**src/rtl/instr_stream_loader_pkg.sv**
```systemverilog
// Shared types and constants for the instruction stream loader.
package instr_stream_loader_pkg;

  typedef enum logic [3:0] {
    ST_IDLE,
    ST_HDR1,
    ST_WORD,
    ST_ISSUE,
    ST_GAP,
    ST_CHK,
    ST_RUN,
    ST_DONE,
    ST_ERROR
  } state_t;

  localparam int unsigned BYTES_PER_WORD = 4;
  localparam int unsigned CHK_WIDTH      = 8;

endpackage

```
**src/rtl/instr_stream_loader_if.sv**
```systemverilog
// Byte-stream input and processor manual-load signals of the instruction stream loader.
interface instr_stream_loader_if;
  logic        byte_valid;
  logic [7:0]  byte_data;
  logic        byte_ready;
  logic [31:0] new_instruction;
  logic        add_into;
  logic        start_signal;
  logic        end_signal;
  logic [15:0] words_loaded;
  logic        load_done;
  logic        loader_error;

  // Host/processor side: supplies bytes and end_signal, observes the loader.
  modport master (
    output byte_valid, byte_data, end_signal,
    input  byte_ready, new_instruction, add_into, start_signal,
           words_loaded, load_done, loader_error
  );

  // Loader side.
  modport slave (
    input  byte_valid, byte_data, end_signal,
    output byte_ready, new_instruction, add_into, start_signal,
           words_loaded, load_done, loader_error
  );
endinterface

```
**src/rtl/instr_stream_loader_byte_assembler.sv**
```systemverilog
// Little-endian 4-byte word assembler. word presents the assembled value with the
// byte currently being shifted in merged on top; word_full flags the byte that completes it.
module instr_stream_loader_byte_assembler
  import instr_stream_loader_pkg::*;
(
  input  logic        clk,
  input  logic        reset,
  input  logic        clear,
  input  logic        shift_en,
  input  logic [7:0]  byte_in,
  output logic [31:0] word,
  output logic        word_full
);

  logic [31:0] shreg;
  logic [1:0]  idx;

  assign word      = {byte_in, shreg[31:8]};
  assign word_full = shift_en && (idx == 2'(BYTES_PER_WORD - 1));

  // NOTE: non-blocking assignments keep every register update on the same edge.
  always_ff @(posedge clk) begin
    if (reset || clear) begin
      shreg <= '0;
      idx   <= '0;
    end else if (shift_en) begin
      shreg <= {byte_in, shreg[31:8]};
      idx   <= idx + 2'd1;
    end
  end

endmodule

```
**src/rtl/instr_stream_loader.sv**
```systemverilog
// Frame loader: 16-bit LE word count, N little-endian words issued via add_into, then run.
// Optional trailing XOR checksum byte when LOADER_CHECKSUM_EN is defined.
module instr_stream_loader
  import instr_stream_loader_pkg::*;
#(
  parameter int unsigned MAX_WORDS = 256,
  parameter int unsigned ISSUE_GAP = 2
) (
  input  logic                  clk,
  input  logic                  reset,
  instr_stream_loader_if.slave  bus
);

  localparam int unsigned GAP_W = (ISSUE_GAP > 1) ? $clog2(ISSUE_GAP) : 1;
  localparam logic [GAP_W-1:0] GAP_RELOAD = GAP_W'((ISSUE_GAP == 0) ? 0 : ISSUE_GAP - 1);
  localparam logic [15:0] MAX_N = 16'(MAX_WORDS);

  state_t            state;
  logic              byte_ready;
  logic [31:0]       new_instruction;
  logic              add_into;
  logic              start_signal;
  logic [15:0]       words_loaded;
  logic              load_done;
  logic              loader_error;
  logic [15:0]       word_count;
  logic [7:0]        n_lo;
  logic [GAP_W-1:0]  gap_cnt;
`ifdef LOADER_CHECKSUM_EN
  logic [CHK_WIDTH-1:0] csum;
`endif

  logic        accept;
  logic [15:0] hdr_n;
  logic        gap_over;
  logic [31:0] asm_word;
  logic        asm_full;

  assign accept   = bus.byte_valid && byte_ready;
  assign hdr_n    = {bus.byte_data, n_lo};
  // With ISSUE_GAP == 0 the issue cycle itself decides what comes next.
  assign gap_over = ((state == ST_ISSUE) && (ISSUE_GAP == 0)) ||
                    ((state == ST_GAP) && (gap_cnt == '0));

  instr_stream_loader_byte_assembler u_asm (
    .clk       (clk),
    .reset     (reset),
    .clear     (state == ST_ISSUE),
    .shift_en  (accept && (state == ST_WORD)),
    .byte_in   (bus.byte_data),
    .word      (asm_word),
    .word_full (asm_full)
  );

  // byte_ready is registered, so every transition also sets its value for the next state.
  always_ff @(posedge clk) begin
    if (reset) begin
      state           <= ST_IDLE;
      byte_ready      <= 1'b0;
      new_instruction <= '0;
      add_into        <= 1'b0;
      start_signal    <= 1'b0;
      words_loaded    <= '0;
      load_done       <= 1'b0;
      loader_error    <= 1'b0;
      word_count      <= '0;
      n_lo            <= '0;
      gap_cnt         <= '0;
`ifdef LOADER_CHECKSUM_EN
      csum            <= '0;
`endif
    end else begin
      case (state)
        ST_IDLE: begin
          byte_ready <= 1'b1;
          if (accept) begin
            n_lo  <= bus.byte_data;
            state <= ST_HDR1;
          end
        end
        ST_HDR1: if (accept) begin
          word_count <= hdr_n;
          if (hdr_n == '0 || hdr_n > MAX_N) begin
            state        <= ST_ERROR;
            byte_ready   <= 1'b0;
            loader_error <= 1'b1;
          end else begin
            state <= ST_WORD;
          end
        end
        ST_WORD: if (accept) begin
`ifdef LOADER_CHECKSUM_EN
          csum <= csum ^ bus.byte_data;
`endif
          if (asm_full) begin
            new_instruction <= asm_word;
            add_into        <= 1'b1;
            words_loaded    <= words_loaded + 16'd1;
            byte_ready      <= 1'b0;
            state           <= ST_ISSUE;
          end
        end
        ST_ISSUE: begin
          add_into <= 1'b0;
          if (ISSUE_GAP != 0) begin
            state   <= ST_GAP;
            gap_cnt <= GAP_RELOAD;
          end
        end
        ST_GAP: if (gap_cnt != '0) gap_cnt <= gap_cnt - GAP_W'(1);
`ifdef LOADER_CHECKSUM_EN
        ST_CHK: if (accept) begin
          byte_ready <= 1'b0;
          if (bus.byte_data == csum) begin
            start_signal <= 1'b1;
            state        <= ST_RUN;
          end else begin
            loader_error <= 1'b1;
            state        <= ST_ERROR;
          end
        end
`endif
        ST_RUN: if (bus.end_signal) begin
          load_done <= 1'b1;
          state     <= ST_DONE;
        end
        ST_DONE, ST_ERROR: ;
        default: state <= ST_IDLE;
      endcase

      if (gap_over) begin
        if (words_loaded < word_count) begin
          state      <= ST_WORD;
          byte_ready <= 1'b1;
        end else begin
`ifdef LOADER_CHECKSUM_EN
          state      <= ST_CHK;
          byte_ready <= 1'b1;
`else
          state        <= ST_RUN;
          start_signal <= 1'b1;
`endif
        end
      end
    end
  end

  assign bus.byte_ready      = byte_ready;
  assign bus.new_instruction = new_instruction;
  assign bus.add_into        = add_into;
  assign bus.start_signal    = start_signal;
  assign bus.words_loaded    = words_loaded;
  assign bus.load_done       = load_done;
  assign bus.loader_error    = loader_error;

endmodule
```
**src/flat_wrapper.sv**
```systemverilog
// flat-port wrapper written by rule: the top's interface ports become plain ports
module instr_stream_loader_flat import instr_stream_loader_pkg::*;
#(
  parameter int unsigned MAX_WORDS = 256,
  parameter int unsigned ISSUE_GAP = 2
)
  (clk, reset, bus_byte_valid, bus_byte_data, bus_end_signal, bus_byte_ready, bus_new_instruction, bus_add_into, bus_start_signal, bus_words_loaded, bus_load_done, bus_loader_error);
  instr_stream_loader_if bus_i ();
  input  logic clk;
  input  logic reset;
  input wire logic [$bits(bus_i.byte_valid)-1:0] bus_byte_valid;
  input wire logic [$bits(bus_i.byte_data)-1:0] bus_byte_data;
  input wire logic [$bits(bus_i.end_signal)-1:0] bus_end_signal;
  output wire logic [$bits(bus_i.byte_ready)-1:0] bus_byte_ready;
  output wire logic [$bits(bus_i.new_instruction)-1:0] bus_new_instruction;
  output wire logic [$bits(bus_i.add_into)-1:0] bus_add_into;
  output wire logic [$bits(bus_i.start_signal)-1:0] bus_start_signal;
  output wire logic [$bits(bus_i.words_loaded)-1:0] bus_words_loaded;
  output wire logic [$bits(bus_i.load_done)-1:0] bus_load_done;
  output wire logic [$bits(bus_i.loader_error)-1:0] bus_loader_error;
  assign bus_i.byte_valid = bus_byte_valid;
  assign bus_i.byte_data = bus_byte_data;
  assign bus_i.end_signal = bus_end_signal;
  assign bus_byte_ready = bus_i.byte_ready;
  assign bus_new_instruction = bus_i.new_instruction;
  assign bus_add_into = bus_i.add_into;
  assign bus_start_signal = bus_i.start_signal;
  assign bus_words_loaded = bus_i.words_loaded;
  assign bus_load_done = bus_i.load_done;
  assign bus_loader_error = bus_i.loader_error;
  instr_stream_loader #(.MAX_WORDS(MAX_WORDS), .ISSUE_GAP(ISSUE_GAP)) u_core (.clk(clk), .reset(reset), .bus(bus_i));
endmodule
```
**config.mk**
```make
export PLATFORM = sky130hd
export DESIGN_NAME = instr_stream_loader_flat
export DESIGN_NICKNAME = d
export VERILOG_FILES = /design/src/rtl/instr_stream_loader_pkg.sv /design/src/rtl/instr_stream_loader_if.sv /design/src/rtl/instr_stream_loader_byte_assembler.sv /design/src/rtl/instr_stream_loader.sv /design/src/flat_wrapper.sv
export SDC_FILE = /design/constraint.sdc
export NUM_CORES = 1
export LEC_CHECK = 0
export ABC_AREA = 1
export CELL_PAD_IN_SITES_DETAIL_PLACEMENT = 1
export CELL_PAD_IN_SITES_GLOBAL_PLACEMENT = 1
export CORE_ASPECT_RATIO = 0.9
export CORE_UTILIZATION = 32
export DETAILED_ROUTE_END_ITERATION = 8
export PLACE_DENSITY = 0.77
export RECOVER_POWER = 50
export SETUP_SLACK_MARGIN = 0.4
export SKIP_CTS_REPAIR_TIMING = 1
export SLEW_MARGIN = 30
export SYNTH_ARGS = -nofsm -noshare
export SYNTH_HDL_FRONTEND = slang
export SYNTH_SLANG_ARGS = --single-unit
```
**constraint.sdc**
```tcl
create_clock -name clk -period 1.29 [get_ports clk]
set_input_delay 0.3225 -clock clk [delete_from_list [all_inputs] [get_ports clk]]
set_output_delay 0.3225 -clock clk [all_outputs]
set_load 0.05 [all_outputs]
```
==> impl_metrics.yaml, run 1 <==
sta:
  fin_crit_ns: 1.748
  hold_viol: 0
  rsz0062_at_grt: "yes"
  slew_viol_final: 0
  timing.final.crit_share_pct: 135.5
  setup-violations-final: 121
  setup_slack_ns: -0.4584
  finalSetupTns_ns: -20.26
  fmax_ghz: 0.5720
  tightest_slew_ns: 0.5024
  fin_skew_ns: 0.01137
  slew_headroom_pct: 66.51
  finalHoldWorstSlack_ns: 0.4691
cts:
  cts_htree_levels: 3
  cts_tree: "done"
  clock-root-buffer: "clkbuf_16"
  insertion_delay_ns: 0.37
  clkSinkCount: 108
  cts_inserted_buffers: 9
  clk_path_buf_depth: 2
  cts.clk_slew.worst_paths_ns: 0.08
finish:
  mostFrequentLayoutCell: "buf_4"
  fin_util_pct: 60.99
  n_antenna_cell: 0
  layout-drive-gt1-share_pct: 54.14
  syn_to_final_growth_pct: 86.02
  layout.cells.non_filler: 978
  final_cell_mix: "buf_4, inv_1, buf_12, nor2_1, o21ai_1"
  final_nets: 809
grt:
  grt_max_degree: 57
  antenna_found_initial: 0
  grt_pass1_wl_mm: 25.54
  first_global_vias: 5111
  grt_use_total_pct: 22.25
  grt_overflow_total: 0
routing:
  via_per_inst: 5.214
  drc: 0
  wl_per_cell_um: 22.09
  wl_mm: 21.60
  drt_iter0_markers: 271
  ant_nets: 0
  first_pass_iters: 4
  dr_total_vias: 5099
synthesis:
  ys_seq_area_share_pct: 47.08
  yosysWarningCount: 0
  netlist_area_um2: 4592
  syn_avg_cell_area_um2: 7.717
  synth_seq_cells: 108
  syn-num-nets: 624
  netlist_instances: 595
  ys_types: 27
placed_design:
  dp_hpwl_mm: 11.00
  io_buffers: 64
  place_congestion: 0.7935
  dp_slack_ns: -0.6037
  dpl.cell_count: 915
worst_setup_path:
  critPathLaunchType: "register"
  path_max_fanout: 5
  critPathRequiredTime_ns: 1.57
  crit_type: "register to register"
  setup.worst_path.end_class: "register"
  worstPathArrival_ns: 2.03
status:
  status: "finished with violations"
  failed_checks: "negative setup slack"
floorplanning:
  core-area_um2: 14000
  die_area_um2: 14830
  row_count: 41
  die_h_um: 115.6
  die_w_um: 128.3
  start_util_pct: 32.79
  ios: 65
worst_hold_path:
  hp-class: "register to register"
run:
  max_cap_violations: 0
power:
  power_density_nw_per_um2: 1158
  cellLeakagePower_nw: 3.398
  irDropWorstVdd_v: 0.0009102
## cells by family (layout without fill, tap and decap cells)
logic type               count (synthesis)  after routing  share of synthesized area, %
AO/OA/AOI/OAI                          159            159                         18.94
XOR/XNOR                                 5              5                        0.9539
adder cells (fa/ha/maj)                 17             17                         4.632
buffers and inverters                  109            298                         9.482
flip-flops                             108            108                         47.08
AND/OR/NAND/NOR                        197            198                         18.91
## per-layer routing
layer	routed length, µm	vias to the layer above	GRT usage, %
met3	893	86	4.801
met2	11510	165	42.38
li1	-	2343	-
met4	994	0	7.765
met1	8209	2505	24.30
met5	0	-	0
## critical path, cell delays in order (launching register included)
cell and delay (ns):
dfxtp_4 0.38, inv_4 0.06, nand2_4 0.06, nor2_8 0.13, nand3_4 0.15, nor3_4 0.30
nand3_2 0.16, inv_2 0.12, nand3_1 0.09, a21oi_1 0.21
## path summary, 6_finish.rpt
kind                    startpoint                       endpoint  slack (ns)  depth (start not counted)
max                u_core.state[0]    u_core.bus.words_loaded[10]       -0.46                          9
min          u_core.u_asm.shreg[8]  u_core.bus.new_instruction[0]        0.47                          2
max reg2reg        u_core.state[0]    u_core.bus.words_loaded[10]       -0.46                          9
min reg2reg  u_core.u_asm.shreg[8]  u_core.bus.new_instruction[0]        0.47                          2
## state kept, by name (all words and copies together), names as in the netlist
signal and count:
u_core.bus.start_signal 1, u_core.bus.new_instruction 32, u_core.state 4, u_core.gap_cnt 1
u_core.n_lo 8, u_core.bus.add_into 1, u_core.u_asm.shreg 24, u_core.bus.load_done 1
u_core.bus.byte_ready 1, u_core.bus.words_loaded 16, u_core.u_asm.idx 2, u_core.word_count 16
u_core.bus.loader_error 1
## Yosys cell counts
master    number  area, µm²
a211oi_1      27      202.7
a21boi_2       1      11.26
a21oi_1       73      365.4
buf_2          6      30.03
buf_4          1      7.510
buf_6          2      22.52
clkbuf_1      19      71.32
dfxtp_1      108       2162
ha_1          17      212.7
inv_1         78      292.8
inv_2          3      11.26
nand2_1       68      255.2
nand2_2        1      6.260
nand3_1       30      150.1
nand3_2        2      20.02
nand3_4        1      17.52
nand4_1        7      43.79
nor2_1        77      289.0
nor2_2         1      6.260
nor2_8         1      20.02
nor3_1         6      30.03
nor3_4         1      16.27
nor3b_1        1      7.510
o21ai_0       58      290.3
or2_2          1      6.260
xnor2_1        2      17.52
xor2_1         3      26.28
## through the flow
stage,cell area (µm²),total power [mW]
finish,8542,9.892
global route,8542,10.23
CTS,7244,8.681
detailed placement,6954,5.832
global placement,6954,5.695
floorplan,5015,4.896
## area by class of cell
type / count / area, µm²
Clock buffer: 9 / 225.2
Clock inverter: 7 / 65.06
Fill cell: 1483 / 5463
Inverter: 81 / 326.6
Multi-Input combinational cell: 379 / 2829
Sequential cell: 108 / 2315
Tap cell: 193 / 241.5
Timing Repair Buffer: 201 / 2540
## where the power goes
part           leakage [nW]  switching (mW)  internal (mW)
clock                 0.141            1.49           1.37
combinational          2.34            1.97           1.36
sequential            0.913           0.187           3.52
Note: power is estimated with default switching activity, not from simulation.
==> run 2, diff against run 1 <==
==> constraint.sdc (replaced) <==
create_clock -name clk -period 1.6 [get_ports clk]
set_input_delay 0.32 -clock clk [delete_from_list [all_inputs] [get_ports clk]]
set_output_delay 0.32 -clock clk [all_outputs]
set_load 0.05 [all_outputs]
==> run 2 against run 1 <==
Against the previous run: the flow still finishes with violations (negative setup slack); hold slack got worse by 0.019 ns; power is 26% lower; routed wire length is 26% lower; register-to-register slack better by 0.46 ns; non-clock buffer count down 69; worst setup slack gained 0.45 ns; flip-flop and latch count is the same; die area unchanged; global-route usage shrank 3.0 points; critical endpoint is now u_core.bus.words_loaded[6]; critical path depth is 1 lower.
==> impl_metrics.yaml, run 2 (synthesized netlist as in run 1, its figures left out) <==
status:
  status: "finished with violations"
  failed_checks: "negative setup slack"
routing:
  first_pass_iters: 4
  ant_nets: 0
  detailroute.wirelength.met3_um: 614
  wl_per_cell_um: 17.63
  wl_met2_mm: 8.426
  via_per_inst: 5.018
  wl_mm: 16.00
  dr.max_layer_used: "met4"
  drt_iter0_markers: 231
  dr_total_vias: 4556
  wl_met1_mm: 6.709
  drc: 0
grt:
  first_global_vias: 4444
  grt_use_total_pct: 19.23
  grt_max_degree: 55
  grt_overflow_total: 0
  antenna_found_initial: 0
  grt_pass1_wl_mm: 22.05
sta:
  slew_headroom_pct: 76.91
  rsz0062_at_grt: "yes"
  fin_crit_ns: 1.608
  finalSetupTns_ns: -0.008413
  setup_slack_ns: -0.008413
  fin_skew_ns: 0.01194
  fmax_ghz: 0.6217
  hold_viol: 0
  setup-violations-final: 1
  slew_viol_final: 0
  timing.final.crit_share_pct: 100.5
  tightest_slew_ns: 0.3464
floorplanning:
  die_h_um: 115.6
  die_w_um: 128.3
  ios: 65
  start_util_pct: 32.79
  row_count: 41
  die_area_um2: 14830
  core-area_um2: 14000
cts:
  cts_htree_levels: 3
  cts.clk_slew.worst_paths_ns: 0.08
  clkSinkCount: 108
  insertion_delay_ns: 0.37
  cts_tree: "done"
  clk_path_buf_depth: 2
  cts_inserted_buffers: 9
  clock-root-buffer: "clkbuf_16"
placed_design:
  placed_area_um2: 6006
  dp_hpwl_mm: 10.14
  place_congestion: 0.8329
  io_buffers: 64
  dp_slack_ns: -0.2639
worst_hold_path:
  hp-class: "primary input to register"
worst_setup_path:
  worstPathArrival_ns: 1.85
  critPathLaunchType: "primary input"
  reg2reg_setup_slack_ns: 0
  critPathRequiredTime_ns: 1.84
  setup.worst_path.end_class: "register"
  path_max_fanout: 5
  crit_type: "primary input to register"
power:
  irDropWorstVdd_v: 0.0008074
  power_density_nw_per_um2: 994.5
  cellLeakagePower_nw: 2.895
  power.total_mw: 7.351
run:
  max_cap_violations: 0
finish:
  largest_reg_flops: 32
  final_cell_area_um2: 7391
  multi_input_area_um2: 2685
  final_nets: 739
  final_cell_mix: "inv_1, buf_4, dfxtp_1, nor2_1"
  fillers: 1600
  layout-drive-gt1-share_pct: 45.59
  top_register: "u_core.bus.new_instruction"
  n_antenna_cell: 0
  mostFrequentLayoutCell: "inv_1"
  seq_area_um2: 2272
  reg_top3: "u_core.bus.new_instruction x32, u_core.u_asm.shreg x24"
  syn_to_final_growth_pct: 60.95
run 2: changes by cell type in the layout (fill, tap and decap cells not counted), sizes merged:
| cell | change |
|---|---|
| clkinvlp | -1 |
| nand2 | -1 |
| clkbuf | -2 |
| bufinv | +1 |
| clkdlybuf4s50 | +1 |
| dlygate4sd3 | -1 |
| buf | -67 |
run 2: worst paths after layout:
path	end	cells past startpoint	startpoint
worst max-delay path	u_core.bus.words_loaded[6]	8	bus_byte_valid
worst max register to register	u_core.bus.words_loaded[6]	8	u_core.state[0]
worst min register to register	u_core.bus.load_done	2	u_core.bus.load_done
worst min-delay path	u_core.u_asm.shreg[31]	3	bus_byte_data[7]
run 2: worst max-delay path, stage by stage:
cell             delay [ns]
clkdlybuf4s50_1        0.52
nand2_4                0.07
inv_2                  0.08
nand3_4                0.14
nor3_4                 0.27
nand3_1                0.18
o21ai_1                0.20
a21oi_1                0.07
run 2: metrics by stage:
step                      util (%)  cells  hold slack, ns
final                        52.77    908          0.4499
after global routing         52.77    908          0.4508
after CTS                    45.19    880          0.4610
after detailed placement     42.88    864          0.4489
after global placement       42.88    864          0.4420
after floorplan                  -    595          0.4327
run 2: cell type report:
| cell class | instances | share of cell area, % |
|---|---|---|
| Sequential cell | 108 | 30.74 |
| Clock buffer | 9 | 3.047 |
| Multi-Input combinational cell | 378 | 36.33 |
| Inverter | 81 | 4.215 |
| Clock inverter | 7 | 1.320 |
| Timing Repair Buffer | 132 | 21.08 |
| Tap cell | 193 | 3.267 |
run 2: metal layers:
| metal | GRT usage [%] | vias up |
|---|---|---|
| li1 | - | 2196 |
| met1 | 22.99 | 2256 |
| met2 | 33.80 | 83 |
| met3 | 5.355 | 21 |
| met4 | 5.412 | 0 |
| met5 | 0 | - |
run 2: power by group:
group,internal [mW],leakage (nW),switching [mW]
Sequential,2.85,0.901,0.139
Combinational,0.761,1.84,1.16
Clock,1.27,0.157,1.17
Total,4.88,2.89,2.47
==> run 3, diff against run 2 <==
CORE_UTILIZATION = 25   (was 32)
PLACE_DENSITY = 0.65   (was 0.77)
==> run 3 against run 2 <==
Against the previous run: flip-flop and latch count did not move; via count fell by 1.6%; highest routed layer unchanged; die area rose by 28%; critical path type is now register to register; hold slack improved by 0.018 ns; the flow now finishes without violations; clock power fell by 8%; worst setup slack improved by 0.053 ns; global-route usage fell by 3.6 points; clock skew fell by 0.0046 ns; combinational power fell by 3%.
==> impl_metrics.yaml, run 3 (synthesized netlist as in run 1, its figures left out) <==
worst_hold_path:
  worstHoldEndpoint: "u_core.bus.new_instruction[4]"
  hp-class: "register to register"
  min-delay-start: "u_core.u_asm.shreg[12]"
  holdPathStages: 2
worst_setup_path:
  crit_path_start: "u_core.state[2]"
  crit_type: "register to register"
  path_max_fanout: 5
  critPathRequiredTime_ns: 1.89
  crit_chain: "inv_4 -> nand2_4 -> nor2_8 -> nand3_4 -> buf_4 -> buf_4 -> nand2_4 -> nand3_4 -> nand2_2 -> nand2_1 -> a21oi_1"
  crit_family: "simple AND/OR/NAND/NOR gates"
  slowest_stage: "dfxtp_4"
  worstPathArrival_ns: 1.85
  worst-path-buf-inv: 3
  reg2reg_setup_slack_ns: 0.04
  r2r_cells: 11
  setup.worst_path.end_class: "register"
  timing.rr.end: "u_core.state[2]"
  slowest_delay_ns: 0.37
  critPathLaunchType: "register"
  r2r-start: "u_core.state[2]"
floorplanning:
  die_w_um: 144.9
  die_area_um2: 18910
  die_h_um: 130.6
  row_count: 46
  ios: 65
  start_util_pct: 25.82
  core-area_um2: 17780
power:
  power.switching_mw: 2.435
  power.total_mw: 7.105
  p_int_mw: 4.670
  irDropWorstVdd_v: 0.0005437
  power.share.clock_pct: 31.7
  cellLeakagePower_nw: 2.868
  pwr-share-comb_pct: 26.3
  p_seq_share_pct: 42.0
  swShare_pct: 34.28
  power_density_nw_per_um2: 973.4
status:
  status: "finished clean"
finish:
  final_cell_mix: "nor2_1, inv_1, a21oi_1, nand2_1, buf_4"
  layout-drive-gt1-share_pct: 42.40
  final_nets: 741
  syn_to_final_growth_pct: 58.96
  reg_top3: "u_core.bus.new_instruction x32, u_core.u_asm.shreg x24"
  final_cell_area_um2: 7300
  mostFrequentLayoutCell: "nor2_1"
  n_antenna_cell: 0
  top_register: "u_core.bus.new_instruction"
  largest_reg_flops: 32
grt:
  grt_max_degree: 57
  grt_overflow_total: 0
  first_global_vias: 4493
  grt_use_total_pct: 15.62
  antenna_found_initial: 0
  grt_pass1_wl_mm: 22.65
cts:
  insertion_delay_ns: 0.36
  clk_path_buf_depth: 2
  cts_tree: "done"
  cts.clk_slew.worst_paths_ns: 0.08
  clock-root-buffer: "clkbuf_16"
  cts_inserted_buffers: 9
  cts_htree_levels: 3
  clkSinkCount: 108
placed_design:
  placed_area_um2: 6190
  io_buffers: 64
  dp_hpwl_mm: 10.39
  place_congestion: 0.8115
  dp_slack_ns: -0.2590
sta:
  slew_viol_final: 0
  fin_crit_ns: 1.555
  setup-violations-final: 0
  hold_viol: 0
  tightest_slew_ns: 0.3624
  rsz0062_at_grt: "yes"
  slew_headroom_pct: 75.84
  timing.final.crit_share_pct: 97.21
  fmax_ghz: 0.6429
  fin_skew_ns: 0.007291
  setup_slack_ns: 0.04465
routing:
  wl_mm: 15.28
  drt_iter0_markers: 205
  ant_nets: 0
  dr_total_vias: 4485
  wl_per_cell_um: 15.96
  drc: 0
  via_per_inst: 4.687
  first_pass_iters: 4
run:
  max_cap_violations: 0
## run 3: cell count changes in the layout (fill, tap and decap cells not counted), moves of 12 or more
cell      previous run  this run
buf_4               64        48
a211oi_2            19         3
nor2_1              55        67
buf_6               11        28
a211oi_1             8        24
dfxtp_1             62        45
## run 3: metal layers
metal,vias to the layer above,wire (µm),GRT usage [%]
met5,-,0,0
met4,0,287,6.378
met3,17,335,2.551
met2,57,7771,26.95
met1,2214,6882,19.37
li1,2197,-,-
## run 3: worst max-delay path by stage
stage,to,slack [ns],cells after the start
after floorplan,u_core.bus.start_signal,0.20,9
after global routing,u_core.bus.words_loaded[12],-0.03,10
after CTS,u_core.bus.start_signal,-0.007,10
after detailed placement,u_core.bus.words_loaded[5],-0.26,9
after global placement,u_core.bus.words_loaded[5],-0.18,9
final,u_core.state[2],0.04,11
## run 3: area by class of cell
| type | count | area, µm² |
|---|---|---|
| fillers | 2017 | 10490 |
| multi-input cells | 378 | 2456 |
| flip-flops and latches | 108 | 2313 |
| repair buffers | 134 | 1629 |
| inverters | 81 | 309.0 |
| well taps | 240 | 300.3 |
| clock buffers | 9 | 225.2 |
| clock inverters | 7 | 66.31 |
## run 3: worst reg2reg max path: stages, from the launching register on
cell	delay, ns
dfxtp_4	0.37
inv_4	0.10
nand2_4	0.07
nor2_8	0.09
nand3_4	0.11
buf_4	0.16
buf_4	0.13
nand2_4	0.07
nand3_4	0.12
nand2_2	0.11
nand2_1	0.05
a21oi_1	0.10
## run 3: power by group through the flow
| stage | Sequential [mW] | Combinational, mW | Clock [mW] |
|---|---|---|---|
| 6_report | 2.98 | 1.87 | 2.26 |
| 2_1_floorplan | 3.07 | 0.873 | 0 |
| 5_1_grt | 3.00 | 2.03 | 2.42 |
| 3_3_place_gp | 3.02 | 1.38 | 0 |
| 3_5_place_dp | 3.03 | 1.43 | 0 |
| 4_1_cts | 2.97 | 1.45 | 2.31 |
## run 3: through the flow
step	hold slack (ns)	util (%)	setup TNS, ns	std cells
after floorplan	0.4327	-	0	595
after global placement	0.4490	34.80	-9.178	916
after detailed placement	0.4528	34.80	-13.54	916
after CTS	0.4648	36.44	-0.01302	932
after global routing	0.4838	41.04	-0.1144	957
final	0.4679	41.04	0	957
